### src/rtl/aha_clock_divider_switch_if.sv
// Divisor-change handshake and divided-clock status bundle for aha_clock_divider_switch.
// The requester side uses the master modport; the divider uses the slave modport.
interface aha_clock_divider_switch_if #(
    parameter int DIV_W = 4
);
    logic             select_req;
    logic [DIV_W-1:0] select_div;
    logic             select_ack;
    logic             clk_out;
    logic [DIV_W-1:0] div_cur;
    logic             stopped;

    modport master (
        output select_req,
        output select_div,
        input  select_ack,
        input  clk_out,
        input  div_cur,
        input  stopped
    );

    modport slave (
        input  select_req,
        input  select_div,
        output select_ack,
        output clk_out,
        output div_cur,
        output stopped
    );
endinterface

### src/rtl/aha_clock_divider_switch.sv
// Glitch-free programmable clock divider: passes one CLK high phase every div_cur cycles,
// with run-time ratio changes through a 4-phase handshake applied on period boundaries.
module aha_clock_divider_switch #(
    parameter int          DIV_W       = 4,
    parameter int          SYNC_STAGES = 2,
    parameter int unsigned RESET_DIV   = 1
) (
    input logic                        CLK,
    input logic                        RESETn,
    aha_clock_divider_switch_if.slave  bus
);
    localparam logic [DIV_W-1:0] RST_DIV = RESET_DIV[DIV_W-1:0];
    localparam logic [DIV_W-1:0] ONE     = {{(DIV_W-1){1'b0}}, 1'b1};

    typedef enum logic [1:0] {
        S_IDLE = 2'd0,
        S_WAIT = 2'd1,
        S_ACK  = 2'd2
    } state_t;

    state_t           state;
    state_t           state_nxt;
    logic             load;
    logic             ack_q;
    logic [SYNC_STAGES-1:0] sync_q;
    logic             req_s;
    logic [DIV_W-1:0] cnt;
    logic [DIV_W-1:0] div_q;
    logic             is_stopped;
    logic             boundary;
    logic             tick;
    logic             gate;

    assign req_s      = sync_q[SYNC_STAGES-1];
    assign is_stopped = (div_q == '0);
    assign boundary   = !is_stopped && (cnt == (div_q - ONE));
    assign tick       = (cnt == '0) && !is_stopped;

    always_ff @(posedge CLK or negedge RESETn) begin
        if (!RESETn) begin
            sync_q <= '0;
        end else begin
            sync_q <= {sync_q[SYNC_STAGES-2:0], bus.select_req};
        end
    end

    always_ff @(posedge CLK or negedge RESETn) begin
        if (!RESETn) begin
            state <= S_IDLE;
            ack_q <= 1'b0;
        end else begin
            state <= state_nxt;
            ack_q <= (state_nxt == S_ACK);
        end
    end

    // A stopped clock has no boundary, so the load happens on the first WAIT cycle.
    always_comb begin
        state_nxt = state;
        load      = 1'b0;
        case (state)
            S_IDLE: begin
                if (req_s) begin
                    state_nxt = S_WAIT;
                end
            end
            S_WAIT: begin
                if (boundary || is_stopped) begin
                    state_nxt = S_ACK;
                    load      = 1'b1;
                end
            end
            S_ACK: begin
                if (!req_s) begin
                    state_nxt = S_IDLE;
                end
            end
            default: begin
                state_nxt = S_IDLE;
            end
        endcase
    end

    always_ff @(posedge CLK or negedge RESETn) begin
        if (!RESETn) begin
            cnt   <= '0;
            div_q <= RST_DIV;
        end else if (load) begin
            cnt   <= '0;
            div_q <= bus.select_div;
        end else if (is_stopped || boundary) begin
            cnt   <= '0;
        end else begin
            cnt   <= cnt + ONE;
        end
    end

    // Gate moves only while CLK is low, so the AND below never produces a runt.
    always_ff @(negedge CLK or negedge RESETn) begin
        if (!RESETn) begin
            gate <= 1'b0;
        end else begin
            gate <= tick;
        end
    end

    assign bus.clk_out    = CLK & gate;
    assign bus.select_ack = ack_q;
    assign bus.div_cur    = div_q;
    assign bus.stopped    = is_stopped;
endmodule

### src/flat_wrapper.sv
// flat-port wrapper written by rule: the top's interface ports become plain ports
module aha_clock_divider_switch_flat 
#(
    parameter int          DIV_W       = 4,
    parameter int          SYNC_STAGES = 2,
    parameter int unsigned RESET_DIV   = 1
)
  (CLK, RESETn, bus_select_req, bus_select_div, bus_select_ack, bus_clk_out, bus_div_cur, bus_stopped);
  aha_clock_divider_switch_if #(.DIV_W(DIV_W)) bus_i ();
  input logic CLK;
  input logic RESETn;
  input wire logic [$bits(bus_i.select_req)-1:0] bus_select_req;
  input wire logic [$bits(bus_i.select_div)-1:0] bus_select_div;
  output wire logic [$bits(bus_i.select_ack)-1:0] bus_select_ack;
  output wire logic [$bits(bus_i.clk_out)-1:0] bus_clk_out;
  output wire logic [$bits(bus_i.div_cur)-1:0] bus_div_cur;
  output wire logic [$bits(bus_i.stopped)-1:0] bus_stopped;
  assign bus_i.select_req = bus_select_req;
  assign bus_i.select_div = bus_select_div;
  assign bus_select_ack = bus_i.select_ack;
  assign bus_clk_out = bus_i.clk_out;
  assign bus_div_cur = bus_i.div_cur;
  assign bus_stopped = bus_i.stopped;
  aha_clock_divider_switch #(.DIV_W(DIV_W), .SYNC_STAGES(SYNC_STAGES), .RESET_DIV(RESET_DIV)) u_core (.CLK(CLK), .RESETn(RESETn), .bus(bus_i));
endmodule
### config.mk
export PLATFORM = sky130hd
export DESIGN_NAME = aha_clock_divider_switch_flat
export DESIGN_NICKNAME = d
export VERILOG_FILES = /design/src/rtl/aha_clock_divider_switch_if.sv /design/src/rtl/aha_clock_divider_switch.sv /design/src/flat_wrapper.sv
export SDC_FILE = /design/constraint.sdc
export NUM_CORES = 1
export LEC_CHECK = 0
export BUFFER_PORTS_ARGS = -buffer_cell sky130_fd_sc_hd__buf_2
export CAP_MARGIN = 20
export CORE_ASPECT_RATIO = 1.1
export CORE_UTILIZATION = 50
export CTS_CLUSTER_SIZE = 28
export DETAILED_ROUTE_END_ITERATION = 8
export GPL_ROUTABILITY_DRIVEN = 0
export PLACE_DENSITY = 0.73
export SLEW_MARGIN = 20
export SYNTH_ARGS = -nofsm -noshare
export SYNTH_HDL_FRONTEND = slang
export SYNTH_SLANG_ARGS = --single-unit
### constraint.sdc
create_clock -name CLK -period 4.2 [get_ports CLK]
set_clock_uncertainty 0.05 [all_clocks]
set_input_delay 0.84 -clock CLK [delete_from_list [all_inputs] [get_ports CLK]]
set_output_delay 0.84 -clock CLK [all_outputs]
set_load 0.005 [all_outputs]
==> metrics <==
status finished, final reports clean; Final ANT Viol Nets 0; share of cells above drive strength 1 27.2%; Int Pwr 0.000393 W; number of synthesized flops with an enable pin 0; clock power share 19.1%; final setup vio count 0; cts-stage hold buffer count 0; fin. max-slew vios 0; Via-to-Cell Ratio 5.73; Starting DRT DRC Count 12; number of diodes 0; crit path max fanout 1; wire per inst 14.3 um; sequential fraction of the synthesis area 44.4%; die height 43.7 um; nets 104; Detailed Place HPWL 1.09 mm; Worst-Skew Late Latency 410 ps; Data arrival, critical path 3140 ps; Synth async-reset ratio 100%; Synth Cell Area 792 um^2; synthesis-to-finish area growth 15.5%; syn_area_per_cell 10.7 um^2; crit path capture type output port; unrepaired setup endpoints after global routing false; Total GRT Usage 24.0%; worst hold path class primary input to async pin; Starting Density 55.8%; setup repair bufs after CTS 0; num ports 14; Unique masters post-synth 33; post-cts resize count 0; GRT overflow 0; part of the power in combinational logic 46.7%; DRT Wirelength 1.54 mm; dpl ws 644 ps; maximum vdd drop 0.335 mV; final hold vios 0; NetSw 0.000283 W; CTS tree done; vias post-DR 619; Top FF cell, synth dfrtp_1; largest net degree at the start of global routing 15; Post-Syn Nets 85; worst slew pin tran 598 ps; Leak 0.463 nW; global-route wire length before repair 2.56 mm; PnR worst setup slack 171 ps; Sw Share 41.9%; setup_tns 0 ps; max-cap violations 0; Yosys reg bits 14; crit path kind flip-flop to output port; core region area 0.00142 mm^2; sequential power share 34.2%; FP Rows 14; pwr/cell area 739 mW/mm^2; Max transition margin 60.0%; initial antenna violation count 0; vias in the first global route 600; die width 39.9 um; DRT Pass-1 Iters 4; Post-Syn Instances 74; Yosys Warn Count 0; Worst EP required 3310 ps; drc violations 0; Clock transition at path regs 80 ps; critical path startpoint category flip-flop; port bufs 13; die area 0.00175 mm^2
## power groups by stage
stage | clock [W] | sequential (W) | combinational, W
after detailed placement | 0.00000392 | 0.000235 | 0.000314
after global placement | 0.00000392 | 0.000231 | 0.000299
after floorplan | 0.00000208 | 0.000223 | 0.000263
final | 0.000129 | 0.000231 | 0.000315
after global routing | 0.000139 | 0.000240 | 0.000355
after CTS | 0.000131 | 0.000231 | 0.000315
## layout make-up
class | instances | area [um^2]
fillers | 125 | 504
flip-flops and latches | 14 | 352
well taps | 16 | 20.0
inverters | 6 | 22.5
repair buffers | 13 | 67.6
multi-input cells | 51 | 399
clock buffers | 8 | 53.8
## metal layers
layer  vias up  GRT usage (%)  part of all wire, %
met5         -              0                    0
met4         0           23.4                  4.1
met3         7           9.74                  4.0
met2        20           31.6                   46
met1       289           28.0                   46
li1        303              -                    -
## through the flow
stage               cells  utilization [%]  hold slack [ps]  total power, W  instance area [um^2]
finish                108             64.5              252        0.000676                   915
floorplan              74                -              281        0.000489                   792
detailed placement    101             61.0              293        0.000552                   866
global placement      101             61.0              284        0.000534                   866
CTS                   108             64.5              268        0.000678                   915
global route          108             64.5              273        0.000734                   915
## sequential cells by signal, indices dropped and copies added, names as in the netlist
signal	count
u_core.cnt	4
u_core.state	2
u_core.bus.select_ack	1
u_core.sync_q	2
u_core.bus.div_cur	4
u_core.gate	1
## cell families after synthesis
logic type               count (synthesis)  share of synthesized area (%)
AO/OA/AOI/OAI                           18                           18.6
AND/OR/NAND/NOR                         22                           15.0
buffers and inverters                    9                           5.21
adder cells (fa/ha/maj)                  4                           6.32
flip-flops                              14                           44.4
XOR/XNOR                                 7                           10.4
## path summary, 6_finish.rpt
check / startpoint / endpoint / slack, ps / depth (start not counted)
worst min register to register: u_core.sync_q[0] / u_core.sync_q[1] / 310 / 0
worst max-delay path: u_core.gate / bus_clk_out / 170 / 2
worst max register to register: u_core.bus.div_cur[0] / u_core.gate / 810 / 4
worst min-delay path: RESETn / u_core.bus.div_cur[2] / 250 / 1
min in group CLK: u_core.sync_q[0] / u_core.sync_q[1] / 310 / 0
max in group asynchronous: RESETn / u_core.gate / 1610 / 1
## cells in the mapped netlist, drive strengths merged, types with 2 or more instances
cell type	count	area (um^2)
a311oi	2	17.5
ha	4	50.1
o22ai	2	12.5
dfrtp	12	300
nand2	2	7.51
xnor2	2	17.5
clkbuf	2	7.51
o311ai	2	17.5
o211ai	2	15.0
and2	3	18.8
a31oi	2	12.5
xor2	4	42.6
a41oi	2	17.5
a21o	2	15.0
nand3	3	15.0
nor2	7	26.3
inv	6	22.5
## worst max-delay path, stage by stage, from the launching register on
cell and delay (ps):
dfrtn_1 390, and2_1 120, buf_2 110
## placed cells by master, fill, tap and decap left out, types with 2 or more instances in the layout
| cell | n |
|---|---|
| a21o_1 | 2 |
| a311oi_1 | 2 |
| a31oi_1 | 2 |
| a41oi_1 | 2 |
| and2_1 | 3 |
| buf_2 | 13 |
| clkbuf_4 | 6 |
| dfrtp_1 | 12 |
| ha_1 | 4 |
| inv_1 | 6 |
| nand2_1 | 2 |
| nand3_1 | 3 |
| nor2_1 | 7 |
| o211ai_1 | 2 |
| o22ai_1 | 2 |
| o311ai_1 | 2 |
| xnor2_1 | 2 |
| xor2_1 | 3 |
Power figures use the tool's default switching activity.
